[config.mk]
export PLATFORM = sky130hd
export DESIGN_NAME = rst_sequencer
export DESIGN_NICKNAME = d
export VERILOG_FILES = /design/src/rtl/rst_seq_pkg.sv /design/src/rtl/rst_seq_timer.sv /design/src/rtl/rst_sequencer.sv
export SDC_FILE = /design/constraint.sdc
export NUM_CORES = 1
export LEC_CHECK = 0
export ABC_AREA = 1
export CORE_AREA = 5 5 42 44
export CTS_CLUSTER_SIZE = 14
export DETAILED_ROUTE_END_ITERATION = 7
export DIE_AREA = 0 0 47 49
export PLACE_DENSITY_LB_ADDON = 0.05
export REMOVE_ABC_BUFFERS = 1
export SETUP_SLACK_MARGIN = 0.2
export SYNTH_ARGS = -nofsm -noshare
export SYNTH_HDL_FRONTEND = slang
export SYNTH_SLANG_ARGS = --single-unit
[constraint.sdc]
create_clock -name clk -period 2.7 [get_ports clk]
set_clock_uncertainty 0.2 [all_clocks]
set_input_delay 0.54 -clock clk [delete_from_list [all_inputs] [get_ports clk]]
set_output_delay 0.54 -clock clk [all_outputs]
set_load 0.03 [all_outputs]
[src/rtl/rst_seq_pkg.sv]
// rst_seq_pkg: shared types and default constants for the reset sequencer.
//   seq_state_e : sequencer FSM state (SEQ while releasing, DONE when all released)
//   N_CH_DEF    : default number of sequenced reset channels
//   DELAY_DEF   : default clock cycles between successive channel releases
package rst_seq_pkg;

    localparam int unsigned N_CH_DEF  = 4;
    localparam int unsigned DELAY_DEF = 5;

    typedef enum logic {
        SEQ  = 1'b0,
        DONE = 1'b1
    } seq_state_e;

endpackage : rst_seq_pkg

[src/rtl/rst_seq_timer.sv]
// rst_seq_timer: step counter that paces channel releases.
//   Counts 0..DELAY-1 while en is high, clearing itself after the terminal
//   value, so it never wraps past DELAY-1.
// Ports:
//   clk   in  : clock
//   rst_n in  : asynchronous active-low reset, clears the count
//   clr   in  : synchronous clear (has priority over en)
//   en    in  : advance the count on this edge
//   tc_c  out : combinational terminal-count flag (count == DELAY-1)
module rst_seq_timer #(
    parameter int unsigned DELAY = rst_seq_pkg::DELAY_DEF
) (
    input  logic clk,
    input  logic rst_n,
    input  logic clr,
    input  logic en,
    output logic tc_c
);

    localparam int unsigned CW = $clog2(DELAY + 1);

    logic [CW-1:0] cnt_q;
    logic [CW-1:0] cnt_d;

    assign tc_c = (cnt_q == CW'(DELAY - 1));

    // Next count: clear wins, otherwise advance and fold back at terminal count
    always_comb begin
        cnt_d = cnt_q;
        if (clr) begin
            cnt_d = '0;
        end else if (en) begin
            cnt_d = tc_c ? '0 : cnt_q + CW'(1);
        end
    end

    always_ff @(posedge clk or negedge rst_n) begin
        if (!rst_n) begin
            cnt_q <= '0;
        end else begin
            cnt_q <= cnt_d;
        end
    end

endmodule : rst_seq_timer

[src/rtl/rst_sequencer.sv]
// rst_sequencer: releases N_CH active-low resets one at a time, DELAY cycles
//   apart, bit 0 first. start restarts the whole sequence; hold freezes it.
// Ports:
//   clk      in  : clock, all state updates on posedge
//   rst_n    in  : asynchronous active-low reset, aborts and restarts sequence
//   start    in  : restart request (wins over hold)
//   hold     in  : freezes step counter, channel index and outputs
//   ch_rst_n out : per-channel active-low resets, N_CH bits
//   busy     out : sequence in progress
//   done     out : all channels released
// Optional build macro RST_SEQ_ASSERT_EN adds concurrent assertions.
module rst_sequencer
    import rst_seq_pkg::*;
#(
    parameter int unsigned N_CH  = N_CH_DEF,
    parameter int unsigned DELAY = DELAY_DEF
) (
    input  logic            clk,
    input  logic            rst_n,
    input  logic            start,
    input  logic            hold,
    output logic [N_CH-1:0] ch_rst_n,
    output logic            busy,
    output logic            done
);

    localparam int unsigned IW = $clog2(N_CH + 1);

    seq_state_e      state_q, state_d;
    logic [IW-1:0]   idx_q, idx_d;
    logic [N_CH-1:0] ch_q, ch_d;
    logic            busy_q, busy_d;
    logic            done_q, done_d;
    logic            timer_clr_c;
    logic            timer_en_c;
    logic            tc_c;

    rst_seq_timer #(
        .DELAY (DELAY)
    ) u_timer (
        .clk   (clk),
        .rst_n (rst_n),
        .clr   (timer_clr_c),
        .en    (timer_en_c),
        .tc_c  (tc_c)
    );

    // Next-state and output decode; start overrides everything, hold only
    // matters while sequencing
    always_comb begin
        state_d     = state_q;
        idx_d       = idx_q;
        ch_d        = ch_q;
        busy_d      = busy_q;
        done_d      = done_q;
        timer_clr_c = 1'b0;
        timer_en_c  = 1'b0;

        if (start) begin
            state_d     = SEQ;
            idx_d       = '0;
            ch_d        = '0;
            busy_d      = 1'b1;
            done_d      = 1'b0;
            timer_clr_c = 1'b1;
        end else begin
            case (state_q)
                SEQ: begin
                    busy_d = 1'b1;
                    done_d = 1'b0;
                    if (!hold) begin
                        timer_en_c = 1'b1;
                        if (tc_c) begin
                            for (int unsigned i = 0; i < N_CH; i++) begin
                                if (idx_q == IW'(i)) begin
                                    ch_d[i] = 1'b1;
                                end
                            end
                            idx_d = idx_q + IW'(1);
                            // Last channel: finish on the same edge
                            if (idx_q == IW'(N_CH - 1)) begin
                                state_d = DONE;
                                busy_d  = 1'b0;
                                done_d  = 1'b1;
                            end
                        end
                    end
                end
                DONE: begin
                    busy_d = 1'b0;
                    done_d = 1'b1;
                end
                default: begin
                    state_d = SEQ;
                end
            endcase
        end
    end

    always_ff @(posedge clk or negedge rst_n) begin
        if (!rst_n) begin
            state_q <= SEQ;
            idx_q   <= '0;
            ch_q    <= '0;
            busy_q  <= 1'b0;
            done_q  <= 1'b0;
        end else begin
            state_q <= state_d;
            idx_q   <= idx_d;
            ch_q    <= ch_d;
            busy_q  <= busy_d;
            done_q  <= done_d;
        end
    end

    assign ch_rst_n = ch_q;
    assign busy     = busy_q;
    assign done     = done_q;

`ifdef RST_SEQ_ASSERT_EN
    // Sticky flag: any hold/start since reset invalidates the fixed-latency check
    logic disturbed_q;

    always_ff @(posedge clk or negedge rst_n) begin
        if (!rst_n) begin
            disturbed_q <= 1'b0;
        end else if (hold || start) begin
            disturbed_q <= 1'b1;
        end
    end

    // First edge after reset is the only point where busy and done are both low
    a_ch0_after_reset: assert property (@(posedge clk) disable iff (!rst_n)
        (!busy && !done) |-> nexttime[DELAY] (ch_rst_n[0] || disturbed_q));

    // Released channels always form a contiguous run starting at bit 0
    a_release_order: assert property (@(posedge clk) disable iff (!rst_n)
        ((ch_rst_n & (ch_rst_n + N_CH'(1))) == '0));

    // Without a restart, a released channel never goes back into reset
    a_no_rereset: assert property (@(posedge clk) disable iff (!rst_n)
        !start |=> ((ch_rst_n & $past(ch_rst_n)) == $past(ch_rst_n)));

    a_busy_done_excl: assert property (@(posedge clk) disable iff (!rst_n)
        !(busy && done));

    a_hold_stable: assert property (@(posedge clk) disable iff (!rst_n)
        (hold && !start) |=> $stable(ch_rst_n));
`else
`endif

endmodule : rst_sequencer

==> flow_metrics.tcl, run 1 <==
set metrics [dict create \
    swShare 0.2320 \
    die_x_um 47 \
    worst_pin_slew_ps 554.4 \
    cp_top_family "buffers and inverters" \
    leakage_nw 0.3834 \
    fin_setup_tns_ps 0 \
    fin_crit_ps 2077 \
    synth_seq_cells 12 \
    cp_max_fo 3 \
    maxCapViolCount 0 \
    synth_top_family_by_area "simple AND/OR/NAND/NOR gates" \
    grt_pass1_vias 512 \
    switchingPower_w 0.00008287 \
    crit_path_end_kind "primary output" \
    antenna_found_initial 0 \
    yosys_warnings 0 \
    cts_hold_buffers 0 \
    dr.pass1.iters 4 \
    avgSynthCellArea_um2 8.658 \
    fin_crit_sh 0.7693 \
    clock_latency_ps 270 \
    critical_path_depth 1 \
    yosys-mux-area-fraction 0 \
    cp-start-kind "register" \
    postCtsSetupBuffers 0 \
    placementRows 14 \
    crit_arrival_ps 1340 \
    layout.nets 100 \
    setup_viol 0 \
    grt_util_all_layers 0.1254 \
    cts_resized 0 \
    r2r_slack_ps 1250 \
    globalplace.congestion 0.8466 \
    cpPeakStageDelay_ps 680 \
    clock_sinks 12 \
    synthesis.area_um2 649.4 \
    dp_cells 100 \
    comb_power_share 0.078 \
    portBuffers 9 \
    rr_worst_depth 7 \
    min_path_type "register to register" \
    core_area_mm2 0.001401 \
    drtAntennaViolNets 0 \
    viasPerCell 4.817 \
    vias 501 \
    clk_pin_slew_ps 80 \
    worstSetupEndpoint "done" \
    criticalPathCategory "register to primary output" \
    worstPathCellList "clkdlybuf4s50_1" \
    yosysUniqueCellTypes 13 \
    antenna_cells 0 \
    crit_start "done" \
    synth_xor_area_frac 0 \
    finalWorstSetupSlack_ps 622.9 \
    layout_common_cells "inv_1, dfrtp_1, nand2_1" \
    r2r_start "u_timer.cnt_q[0]" \
    synth-compound-area-share 0.08285 \
    fin_util 0.5679 \
    final_max_slew_viol_count 0 \
    p_int_w 0.0002743 \
    die_height_um 49 \
    h-tree-depth 1 \
    drive_gt1_frac 0.1023 \
    final_cell_count_no_fill 104 \
    grt_pass1_wl_um 2049 \
    seq_area_frac_synth 0.4624 \
    crit_slowest_cell "clkdlybuf4s50_1" \
    root_buffer "clkbuf_4" \
    cts_buffers 3 \
    die_area_mm2 0.002303 \
    status "completed" \
    pre_cts_slack_ps 759.3 \
    clock_path_buffers 2 \
    synthSimpleGateAreaFrac 0.2158 \
    p_clk_frac 0.406 \
    wl_um 1225 \
    hold_viol 0 \
    synthCells 75 \
    initial_core_util 0.4634 \
    drtIter0Drc 7 \
    relSlewSlack 0.6292 \
    p_seq_frac 0.516 \
    ir_drop_mv 0.3695 \
    wl_per_cell_um 11.78 \
    worstPathRequired_ps 1960 \
    cts_tree "done" \
    rr_endpoint "busy" \
    grt_max_degree 13 \
    syn2layout_area_growth_pct 22.54 \
    layout_commonest_cell "inv_1" \
    grt-ovfl-total 0 \
    synth_adder_area_share 0.1349 \
    pin_count 10 \
    fmax_ghz 0.4814 \
    place.detailed.hpwl_um 969.8 \
    power_density_mw_per_mm2 448.9 \
    path_buf_inv 1 \
    route.detailed.drc 0 \
    whs_ps 310.2 \
    grt_setup_unrepaired "no" \
]
## metrics by stage
step | instance area, µm² | total power [W]
after floorplan | 649.4 | 0.0002025
after global placement | 759.5 | 0.0002146
after detailed placement | 759.5 | 0.0002161
after CTS | 795.8 | 0.0003587
after global routing | 795.8 | 0.0003733
final | 795.8 | 0.0003572
## synth_stat cells
cell type / n / area [µm²]
a21oi_1: 4 / 20.02
a21oi_2: 1 / 8.760
dfrtp_1: 12 / 300.3
ha_1: 7 / 87.58
inv_1: 18 / 67.56
nand2_1: 10 / 37.54
nand2_2: 1 / 6.260
nand2_4: 1 / 11.26
nand3_1: 4 / 20.02
nand4_1: 2 / 12.51
nor2_1: 8 / 30.03
nor2_4: 2 / 22.52
o21ai_0: 5 / 25.02
## flip-flops by register name (all words and copies together) (netlist names)
register	flops
busy	1
ch_rst_n	4
idx_q	3
done	1
u_timer.cnt_q	3
## power groups by stage
stage                     sequential [W]  clock, W  combinational [W]
after floorplan                 0.000188         0          0.0000145
after detailed placement        0.000188         0          0.0000280
after global placement          0.000188         0          0.0000267
after CTS                       0.000185  0.000146          0.0000282
after global routing            0.000185  0.000157          0.0000315
final                           0.000184  0.000145          0.0000279
## worst min-delay path by stage
stage / start / cells past startpoint / to / slack, ps
finish: ch_rst_n[3] / 2 / ch_rst_n[3] / 310
global route: ch_rst_n[2] / 2 / ch_rst_n[2] / 340
CTS: ch_rst_n[3] / 2 / ch_rst_n[3] / 320
detailed placement: ch_rst_n[3] / 2 / ch_rst_n[3] / 300
global placement: ch_rst_n[3] / 2 / ch_rst_n[3] / 290
floorplan: rst_n / 0 / busy / 40
## area by class of cell
type,count,area [µm²]
Tap cell,16,20.02
Multi-Input combinational cell,45,281.5
Fill cell,140,605.6
Clock buffer,4,36.28
Timing Repair Buffer,9,90.09
Sequential cell,12,300.3
Inverter,18,67.56
## cells by family after synthesis
group / Yosys count
buf+inv: 18
compound gates: 10
flops: 12
fa+ha+maj: 7
simple gates: 28
## per-layer routing
layer / up-vias / global-route usage / wire, µm
met5: - / 0 / 0
met4: 0 / 0.04147 / 0
met3: 0 / 0.05166 / 65
met2: 9 / 0.2081 / 616
met1: 238 / 0.1390 / 544
li1: 254 / - / -
(Power assumes the default switching activity.)
==> inputs of run 2 (changes only) <==
--- a/config.mk
+++ b/config.mk
@@ -6,10 +6,10 @@
 export NUM_CORES = 1
 export LEC_CHECK = 0
 export ABC_AREA = 1
-export CORE_AREA = 5 5 42 44
+export CORE_MARGIN = 5
+export CORE_UTILIZATION = 50
 export CTS_CLUSTER_SIZE = 14
 export DETAILED_ROUTE_END_ITERATION = 7
-export DIE_AREA = 0 0 47 49
 export PLACE_DENSITY_LB_ADDON = 0.05
 export REMOVE_ABC_BUFFERS = 1
 export SETUP_SLACK_MARGIN = 0.2
==> constraint.sdc (replaced) <==
create_clock -name clk -period 2 [get_ports clk]
set_clock_uncertainty 0.2 [all_clocks]
set_input_delay 0.4 -clock clk [delete_from_list [all_inputs] [get_ports clk]]
set_output_delay 0.4 -clock clk [all_outputs]
set_load 0.03 [all_outputs]
==> run 2 against run 1 <==
Hold slack got worse by 32 ps. Setup slack worse by 270 ps. Clock power grew 31%. Utilization up 5.8 points. Critical endpoint unchanged. Final area fell by 0.16%. Via count fell by 1.6%. Sequential power increased by 35%.
==> flow_metrics.tcl, run 2 (same netlist as run 1, synthesis figures left out) <==
set metrics [dict create \
    p_int_w 0.0003711 \
    hold_viol 0 \
    fin_crit_ps 1651 \
    clock_latency_ps 270 \
    worstPathRequired_ps 1400 \
    cp_top_family "buffers and inverters" \
    die_height_um 46.04 \
    largest_register_ffs 4 \
    fmax_ghz 0.6057 \
    placementRows 13 \
    min_path_type "primary input to asynchronous set/reset pin" \
    power_density_mw_per_mm2 600.2 \
    place.detailed.hpwl_um 926.1 \
    route.detailed.drc 0 \
    status "completed" \
    die_area_mm2 0.002120 \
    viasPerCell 4.740 \
    initial_core_util 0.5118 \
    worst_pin_slew_ps 534.6 \
    die_x_um 46.04 \
    swShare 0.2219 \
    cp_max_fo 3 \
    drtIter0Drc 9 \
    dr.pass1.iters 4 \
    clk_pin_slew_ps 80 \
    pin_count 10 \
    layout_commonest_cell "inv_1" \
    core_area_mm2 0.001269 \
    cp-start-kind "register" \
    cpPeakStageDelay_ps 410 \
    wl_um 1157 \
    finalPower_w 0.0004769 \
    crit_arrival_ps 1050 \
    syn2layout_area_growth_pct 22.35 \
    drive_gt1_frac 0.1124 \
    whs_ps 277.9 \
    layout_common_cells "inv_1, dfrtp_1, nand2_1" \
    drtAntennaViolNets 0 \
    crit_slowest_cell "dlygate4sd2_1" \
    final_cell_count_no_fill 104 \
    layout.nets 101 \
    h-tree-depth 1 \
    final_max_slew_viol_count 0 \
    criticalPathCategory "register to primary output" \
    dp_cells 100 \
    setup_viol 0 \
    clock_path_buffers 2 \
    antenna_cells 0 \
    p_clk_frac 0.399 \
    maxCapViolCount 0 \
    cts_buffers 3 \
    p_seq_frac 0.522 \
    worstPathCellList "dlygate4sd2_1" \
    fin_util 0.6262 \
    clock_sinks 12 \
    grt_pass1_wl_um 1814 \
    grt_util_all_layers 0.1268 \
    ir_drop_mv 0.4072 \
    cts_tree "done" \
    root_buffer "clkbuf_4" \
    leakage_nw 0.4103 \
    antenna_found_initial 0 \
    fin_crit_sh 0.8255 \
    comb_power_share 0.079 \
    path_buf_inv 1 \
    relSlewSlack 0.6425 \
    crit_path_end_kind "primary output" \
    grt_setup_unrepaired "no" \
    vias 493 \
    grt-ovfl-total 0 \
    switchingPower_w 0.0001058 \
    grt_pass1_vias 451 \
    fin_setup_tns_ps 0 \
    globalplace.congestion 0.7556 \
    portBuffers 9 \
    wl_per_cell_um 11.13 \
    grt_max_degree 13 \
]
## run 2: cell count changes in the layout (fill, tap and decap cells not counted), sizes merged
cell,before,now
clkdlybuf4s50,9,3
dlygate4sd2,0,6
buf,0,1
## run 2: power by group through the flow
stage | clock network, W | logic, W | registers [W]
final | 0.000190 | 0.0000376 | 0.000249
after global routing | 0.000210 | 0.0000421 | 0.000250
after CTS | 0.000197 | 0.0000383 | 0.000249
after detailed placement | 0 | 0.0000380 | 0.000254
after global placement | 0 | 0.0000380 | 0.000254
after floorplan | 0 | 0.0000196 | 0.000254
## run 2: per-layer routing
metal  vias to the layer above  wire length [µm]  global-route usage  share of wire
li1                        256                 -                   -              -
met1                       226               525              0.1512           0.45
met2                         7               572              0.1951           0.49
met3                         4                37             0.03557          0.032
met4                         0                21             0.08523          0.018
met5                         -                 0                   0              0
## run 2: repair_timing
item | 4_1_cts | 5_1_grt
resized for setup | 6 | 0
setup endpoints to repair | 6 | 0
hold buffers | 0 | 0
setup buffers | 0 | 0
## run 2: layout make-up
type	count	area (µm²)
clock buffers	4	36.28
fillers	117	474.2
inverters	18	67.56
multi-input cells	45	281.5
flip-flops and latches	12	300.3
well taps	15	18.77
repair buffers	10	90.09
## run 2: final timing paths
path                                   from               end  slack, ps  cells after the start
worst max-delay path                   done              done        350                      1
worst min-delay path                  rst_n              done        280                      1
worst max register to register     idx_q[0]              busy        590                      7
worst min register to register  ch_rst_n[3]       ch_rst_n[3]        300                      2
max in group asynchronous             rst_n  u_timer.cnt_q[2]        970                      1
min in group clk                ch_rst_n[3]       ch_rst_n[3]        300                      2
## run 2: through the flow
step / worst slack, ps / area [µm²]
floorplan: 671.5 / 649.4
global placement: 322.6 / 765.7
detailed placement: 274.8 / 765.7
CTS: 333.6 / 794.5
global route: 304.2 / 794.5
finish: 349.1 / 794.5
